==> src/rtl/input_cond_pkg.sv <==
// Shared types and defaults for the input conditioner and its per-channel debouncers.
package input_cond_pkg;

  typedef enum logic {
    StStable,
    StPending
  } ch_state_e;

  // 5 ms at 100 MHz
  localparam int unsigned DefaultDebounceDelay = 500000;
  localparam int unsigned DefaultCntW          = 20;

endpackage

==> src/rtl/debounce_channel.sv <==
// One input bit: two-flop synchroniser, optional inversion, and a counting debounce FSM
// that emits a registered press/release strobe in the cycle the new level is accepted.
module debounce_channel
  import input_cond_pkg::*;
#(
  parameter int unsigned DEBOUNCE_DELAY = DefaultDebounceDelay,
  parameter int unsigned CNT_W          = DefaultCntW,
  parameter logic        INV            = 1'b0
) (
  input  logic clk,
  input  logic reset,
  input  logic raw,
  output logic clean,
  output logic press,
  output logic rel,
  output logic accept
);

  localparam logic [CNT_W-1:0] DelayCnt = CNT_W'(DEBOUNCE_DELAY);

  logic             sync1_q;
  logic             sync2_q;
  logic             sample;
  logic             mismatch;
  ch_state_e        state_q;
  logic [CNT_W-1:0] cnt_q;
  logic             clean_q;
  logic             press_q;
  logic             rel_q;

  // Synchroniser resets to INV so the conditioned sample starts inactive.
  always_ff @(posedge clk or negedge reset) begin
    if (!reset) begin
      sync1_q <= INV;
      sync2_q <= INV;
    end else begin
      sync1_q <= raw;
      sync2_q <= sync1_q;
    end
  end

  assign sample   = sync2_q ^ INV;
  assign mismatch = sample != clean_q;
  assign accept   = (state_q == StPending) && mismatch && (cnt_q == DelayCnt);

  always_ff @(posedge clk or negedge reset) begin
    if (!reset) begin
      state_q <= StStable;
      cnt_q   <= '0;
      clean_q <= 1'b0;
      press_q <= 1'b0;
      rel_q   <= 1'b0;
    end else begin
      press_q <= 1'b0;
      rel_q   <= 1'b0;
      unique case (state_q)
        StStable: begin
          if (mismatch) begin
            state_q <= StPending;
            cnt_q   <= CNT_W'(1);
          end else begin
            cnt_q <= '0;
          end
        end
        StPending: begin
          if (!mismatch) begin
            state_q <= StStable;
            cnt_q   <= '0;
          end else if (cnt_q == DelayCnt) begin
            state_q <= StStable;
            cnt_q   <= '0;
            clean_q <= sample;
            press_q <= sample;
            rel_q   <= ~sample;
          end else begin
            cnt_q <= cnt_q + CNT_W'(1);
          end
        end
      endcase
    end
  end

  assign clean = clean_q;
  assign press = press_q;
  assign rel   = rel_q;

endmodule

==> src/rtl/input_conditioner.sv <==
// Synchronises, polarity-corrects and debounces NUM_CH board inputs, producing clean
// levels, per-channel press/release strobes and a combined change strobe.
module input_conditioner
  import input_cond_pkg::*;
#(
  parameter int unsigned        NUM_CH         = 3,
  parameter int unsigned        DEBOUNCE_DELAY = DefaultDebounceDelay,
  parameter int unsigned        CNT_W          = DefaultCntW,
  parameter logic [NUM_CH-1:0]  INV_MASK       = NUM_CH'(1)
) (
  input  logic              clk,
  input  logic              reset,
  input  logic [NUM_CH-1:0] raw_in,
  output logic [NUM_CH-1:0] clean_lvl,
  output logic [NUM_CH-1:0] press_pulse,
  output logic [NUM_CH-1:0] release_pulse,
  output logic              any_change
);

  logic [NUM_CH-1:0] accept;
  logic              any_change_q;

  for (genvar i = 0; i < NUM_CH; i++) begin : g_ch
    debounce_channel #(
      .DEBOUNCE_DELAY (DEBOUNCE_DELAY),
      .CNT_W          (CNT_W),
      .INV            (INV_MASK[i])
    ) u_ch (
      .clk    (clk),
      .reset  (reset),
      .raw    (raw_in[i]),
      .clean  (clean_lvl[i]),
      .press  (press_pulse[i]),
      .rel    (release_pulse[i]),
      .accept (accept[i])
    );
  end

  // Registered from the channels' accept terms so it lines up with their pulse flops.
  always_ff @(posedge clk or negedge reset) begin
    if (!reset) begin
      any_change_q <= 1'b0;
    end else begin
      any_change_q <= |accept;
    end
  end

  assign any_change = any_change_q;

endmodule

==> config.mk <==
export PLATFORM = sky130hd
export DESIGN_NAME = input_conditioner
export DESIGN_NICKNAME = d
export VERILOG_FILES = /design/src/rtl/input_cond_pkg.sv /design/src/rtl/debounce_channel.sv /design/src/rtl/input_conditioner.sv
export SDC_FILE = /design/constraint.sdc
export NUM_CORES = 1
export LEC_CHECK = 0
export BUFFER_PORTS_ARGS = -buffer_cell sky130_fd_sc_hd__buf_4
export CAP_MARGIN = 20
export CORE_MARGIN = 1
export CORE_UTILIZATION = 50
export CTS_CLUSTER_SIZE = 8
export DETAILED_ROUTE_END_ITERATION = 6
export PLACE_DENSITY = 0.69
export SYNTH_ARGS = -nofsm -noshare
export SYNTH_HDL_FRONTEND = slang
export SYNTH_HIERARCHICAL = 1
export SYNTH_SLANG_ARGS = --single-unit
==> constraint.sdc <==
create_clock -name clk -period 2.3 [get_ports clk]
set_clock_uncertainty 0.15 [all_clocks]
set_input_delay 0.69 -clock clk [delete_from_list [all_inputs] [get_ports clk]]
set_output_delay 0.69 -clock clk [all_outputs]
set_load 0.02 [all_outputs]
# Word level (Yosys, flattened, before mapping)
# Cells that the tools add are included.
# W data, S select, Z words.
# op_classes
add_sub_neg,3
n_mul,0
div,0
order_cmp,0
n_eq_ne,6
shift,0
muxes,42
bitwise_logic,6
reduce_logical,10
# ops
cell,n
$mux W20,6
$pmux W20 S2,3
$add A20 B1 Y20 const B,3
$eq A20 B19 Y1 const B,3
$mux W1,30
$reduce_and A3 Y1,3
$logic_and A1 B1 Y1,6
$not A1 Y1,6
$pmux W1 S2,3
$ne A1 B1 Y1,3
$reduce_or A3 Y1,1
# totals
register_bits,79
latchBits,0
ram_bits,0
romBits,0
inputBits,5
output_inout_bits,10
elab_cells,89
memories,0

# Longest topological paths before layout
# depth
ltp_word,5
ltp_mapped,7
mapped_depth_nobuf,6

# Cells and area by module
# Netlist, hierarchy kept.
# by_module_without_submodules
module,n_inst,cells_each,area_each_um2,seq_area_each_um2
debounce_channel (g_ch[1].u_ch ...),2,115,1248.7,650.6
debounce_channel (g_ch[0].u_ch),1,117,1257.5,653.1
input_conditioner,1,2,31.3,25.0

# Least setup slack after synthesis
# No wires, ideal clock.
# synth_timing
path_kind,register -> register
startpoint,register g_ch[1].u_ch.cnt_q[0]
endpoint,register g_ch[1].u_ch.clean_q
arrival_time_ns,1.435
path_slack_ns,0.591
stages_incl_launch_ff,7
synth_period_minus_slack_ns,1.709
path_cell_list,dfrtp_1 -> inv_1 -> ha_1 -> nor4bb_1 -> nand2b_1 -> nor3_2 -> mux2_2
# synth_via
elab_chain_cells,2
# synth_rtl
item,line_no,rtl
"start, declared",debounce_channel.sv:26,logic [CNT_W-1:0] cnt_q;
"start signal, assigned",debounce_channel.sv:76,cnt_q <= cnt_q + CNT_W'(1);
$eq A20 B19 Y1,debounce_channel.sv:69,end else if (cnt_q == DelayCnt) begin
$reduce_and A3 Y1 (no source line),-,
"end signal, assigned",debounce_channel.sv:72,clean_q <= sample;
"end, declared",debounce_channel.sv:27,logic clean_q;
# Every way passes these cells.
# A chain may end at the register's enable or synchronous reset.

# Worst setup path in the final report
# layout_timing
startpoint,register g_ch[1].u_ch.cnt_q[0]
endpoint,register g_ch[1].u_ch.cnt_q[6]
# layout_via
elab_chain_cells,4
word_cells_on_any_way,5
# layout_rtl
item,line_no,rtl
$add A20 B1 Y20 or $eq A20 B19 Y1 (tied branches),"debounce_channel.sv:76, debounce_channel.sv:69",
$mux W20 *,debounce_channel.sv:69,
$mux W20 *,debounce_channel.sv:66,if (!mismatch) begin
$pmux W20 S2 *,debounce_channel.sv:56,unique case (state_q)
# Mark *: on every way between the ends. The rest lies on a longest branch, timed or not.

==> run metrics <==
r2r setup slk 0.38 ns; slowest cell on the critical path dfrtp_1; Slew HR 78.5%; gr usage total a little under a fifth; Site Rows 31; Finished Core Util 57.7%; sequential fraction of the synthesis area between 50 and 60%; first-pass GRT wire length between 10 and 15 mm; Final nets ~390; synthesized net count 360; Max-cap violations 0; register area between 0.0015 and 0.002 sq mm; largest net degree at the start of global routing 34; worst slew pin tran roughly 0.32 ns; Final Hold Fails 0; Post-CTS Setup Inserts 0; Fill cells 651; die width around 89 um; synthesized area per cell ~11 sq um; CP startpoint kind flip-flop; Post-DP HPWL between 4 and 5 mm; CP Capture Type flip-flop; Skew-Pair Late Insertion Delay 0.35 ns; Area Growth Syn to Fin 11.2%; commonest non-fill, non-tap cells in the layout dfrtp_1, nor2_1, xor2_1, buf_4; slowest stage delay, CP around 0.43 ns; setup slack after layout between 0.3 and 0.4 ns; CTS tree built; via count ~2700; crit path time final between 1.5 and 2 ns; initial DRC count 95; RSZ-0062 raised after global routing false; Worst-path clk slew about 0.08 ns; Max VDD drop approximately 0.47 mV; Final setup viols 0; cts hold-fix bufs 0; critical-path maximum fanout 18; Max Slew Vio Count 0; initial antenna violation count 0; # H-tree levels 3; most common cell after layout, fill and taps aside dfrtp_1; Post-DRT Antenna Nets 0; pre-CTS setup slack around 0.39 ns; Final Wtd Congestion 0.763; die extent in y roughly 89 um; Power Dens Cells between 500 and 600 mW/mm^2; I/O pins 15; global route overflow 0; final worst path period share between 80% and 90%; first drt pass iteration count 4; vias in the first global route ~2400; Sink Count slightly below 80; CTS max path bufs 2; WP data required roughly 2.4 ns; Initial Util roughly 52%; WP data arrival ~2 ns; critical setup path kind flip-flop to flip-flop; DRC 0; core area roughly 0.0073 sq mm; layout cells sized above 1 between 10% and 20%; Unique masters post-synth 34; PostCTS Resize Cnt 0; Post-Syn Area around 0.0038 sq mm; Via density 5.58; drt total wl 6.88 mm; synthesized netlist cell count 349; Power, Total between 2 and 2.5 mW; port buffer count 14; number of warnings issued by yosys 6; outcome complete, no violations; cts bufs inserted 9; leak pwr ~1.7 nW; Max Freq about 520 MHz; clock root buffer clkbuf_8; post-DR wirelength/cell 14.4 um; crit-path cells inv_1 -> ha_1 -> nor4bb_1 -> nand2b_1 -> o21bai_1 -> buf_4 -> nor2_1; post-route setup TNS 0 ns; die area between 0.007 and 0.008 sq mm; Multi-input gate area 0.00171 sq mm; HP Class input port to async pin; antenna cells 0; flop and latch count out of synthesis around 80
-- path summary, 6_finish.rpt --
check | to | cells after the start | start
max | g_ch[1].u_ch/cnt_q[6] | 7 | g_ch[1].u_ch/cnt_q[0]
min | g_ch[1].u_ch/cnt_q[17] | 1 | reset
max reg2reg | g_ch[1].u_ch/cnt_q[6] | 7 | g_ch[1].u_ch/cnt_q[0]
min reg2reg | g_ch[2].u_ch/sample | 0 | g_ch[2].u_ch/sync1_q
max in group asynchronous | g_ch[2].u_ch/sync1_q | 2 | reset
min in group clk | g_ch[2].u_ch/sample | 0 | g_ch[2].u_ch/sync1_q
-- per-stage QoR --
step	area [sq um]	std cells	hold slack [ns]
6_report	4210	478	0.0815
5_1_grt	4210	478	0.0922
4_1_cts	4210	478	0.0828
3_5_place_dp	4050	463	0.192
3_3_place_gp	4050	463	0.184
2_1_floorplan	3790	349	0.181
-- Yosys cell counts (all sizes together) --
library cell  count  area (sq um)
a21oi            21           116
and2              6          37.5
and4             12           124
buf               6          30.0
dfrtp            77          1930
dfstp             2          52.6
ha                6          75.1
inv              17          63.8
mux2              2          22.5
mux2i             1          10.0
nand2            15          56.3
nand2b            5          31.3
nand3            21           143
nand4            15           139
nor2             36           135
nor3              3          30.0
nor4              3          18.8
nor4b             9          78.8
nor4bb            3          30.0
o21ai            15          75.1
o21bai            3          22.5
o22ai             3          18.8
o31ai             9          67.6
or2               1          6.26
or3              13          81.3
or4               9          78.8
xnor2             8          70.1
xor2             28           245
-- routing by layer --
metal  up-vias  wire length (um)  GRT usage [%]
li1       1306                 -              -
met1      1320              3470           26.4
met2        33              3140           29.2
met3         8               166           3.79
met4         0               103           8.23
met5         -                 0              0
-- flip-flops by register name (all words and copies together) (netlist names) --
name and flops:
g_ch.u_ch/state_q 3, g_ch.u_ch/clean 3, g_ch.u_ch/sync2_q 1, any_change 1, g_ch.u_ch/sync1_q 3, g_ch.u_ch/rel 3
g_ch.u_ch/cnt_q 60, g_ch.u_ch/sample 2, g_ch.u_ch/press 3
-- power breakdown --
group          switching [mW]  internal [mW]
Clock                   0.469          0.414
Combinational          0.0917         0.0506
Sequential             0.0258           1.42
Total                   0.586           1.88
-- layout make-up --
class / instances / area share [%]
Clock buffer: 13 / 3.54
Multi-Input combinational cell: 247 / 40.7
Sequential cell: 79 / 47.0
Clock inverter: 2 / 0.238
Timing Repair Buffer: 21 / 4.04
Inverter: 17 / 1.52
Tap cell: 99 / 2.94
-- cell families (layout without fill, tap and decap cells) --
family | after synthesis | count (layout) | synth area share (%)
AOI/OAI and AO/OA | 51 | 51 | 7.93
adders and majority gates | 6 | 6 | 1.98
buffers and inverters | 23 | 53 | 2.48
xor gates and xnor gates | 36 | 36 | 8.33
and+or+nand+nor | 151 | 151 | 26.1
DFF | 79 | 79 | 52.3
muxes | 3 | 3 | 0.859
-- critical path, delay by kind of cell, from the launching register on --
family                   cells  cell delay, ns
AND/OR/NAND/NOR              3            0.45
flip-flops                   1            0.43
buffers and inverters        2            0.37
AO/OA/AOI/OAI                1            0.27
adder cells (fa/ha/maj)      1            0.13
Note: power is estimated with default switching activity, not from simulation.
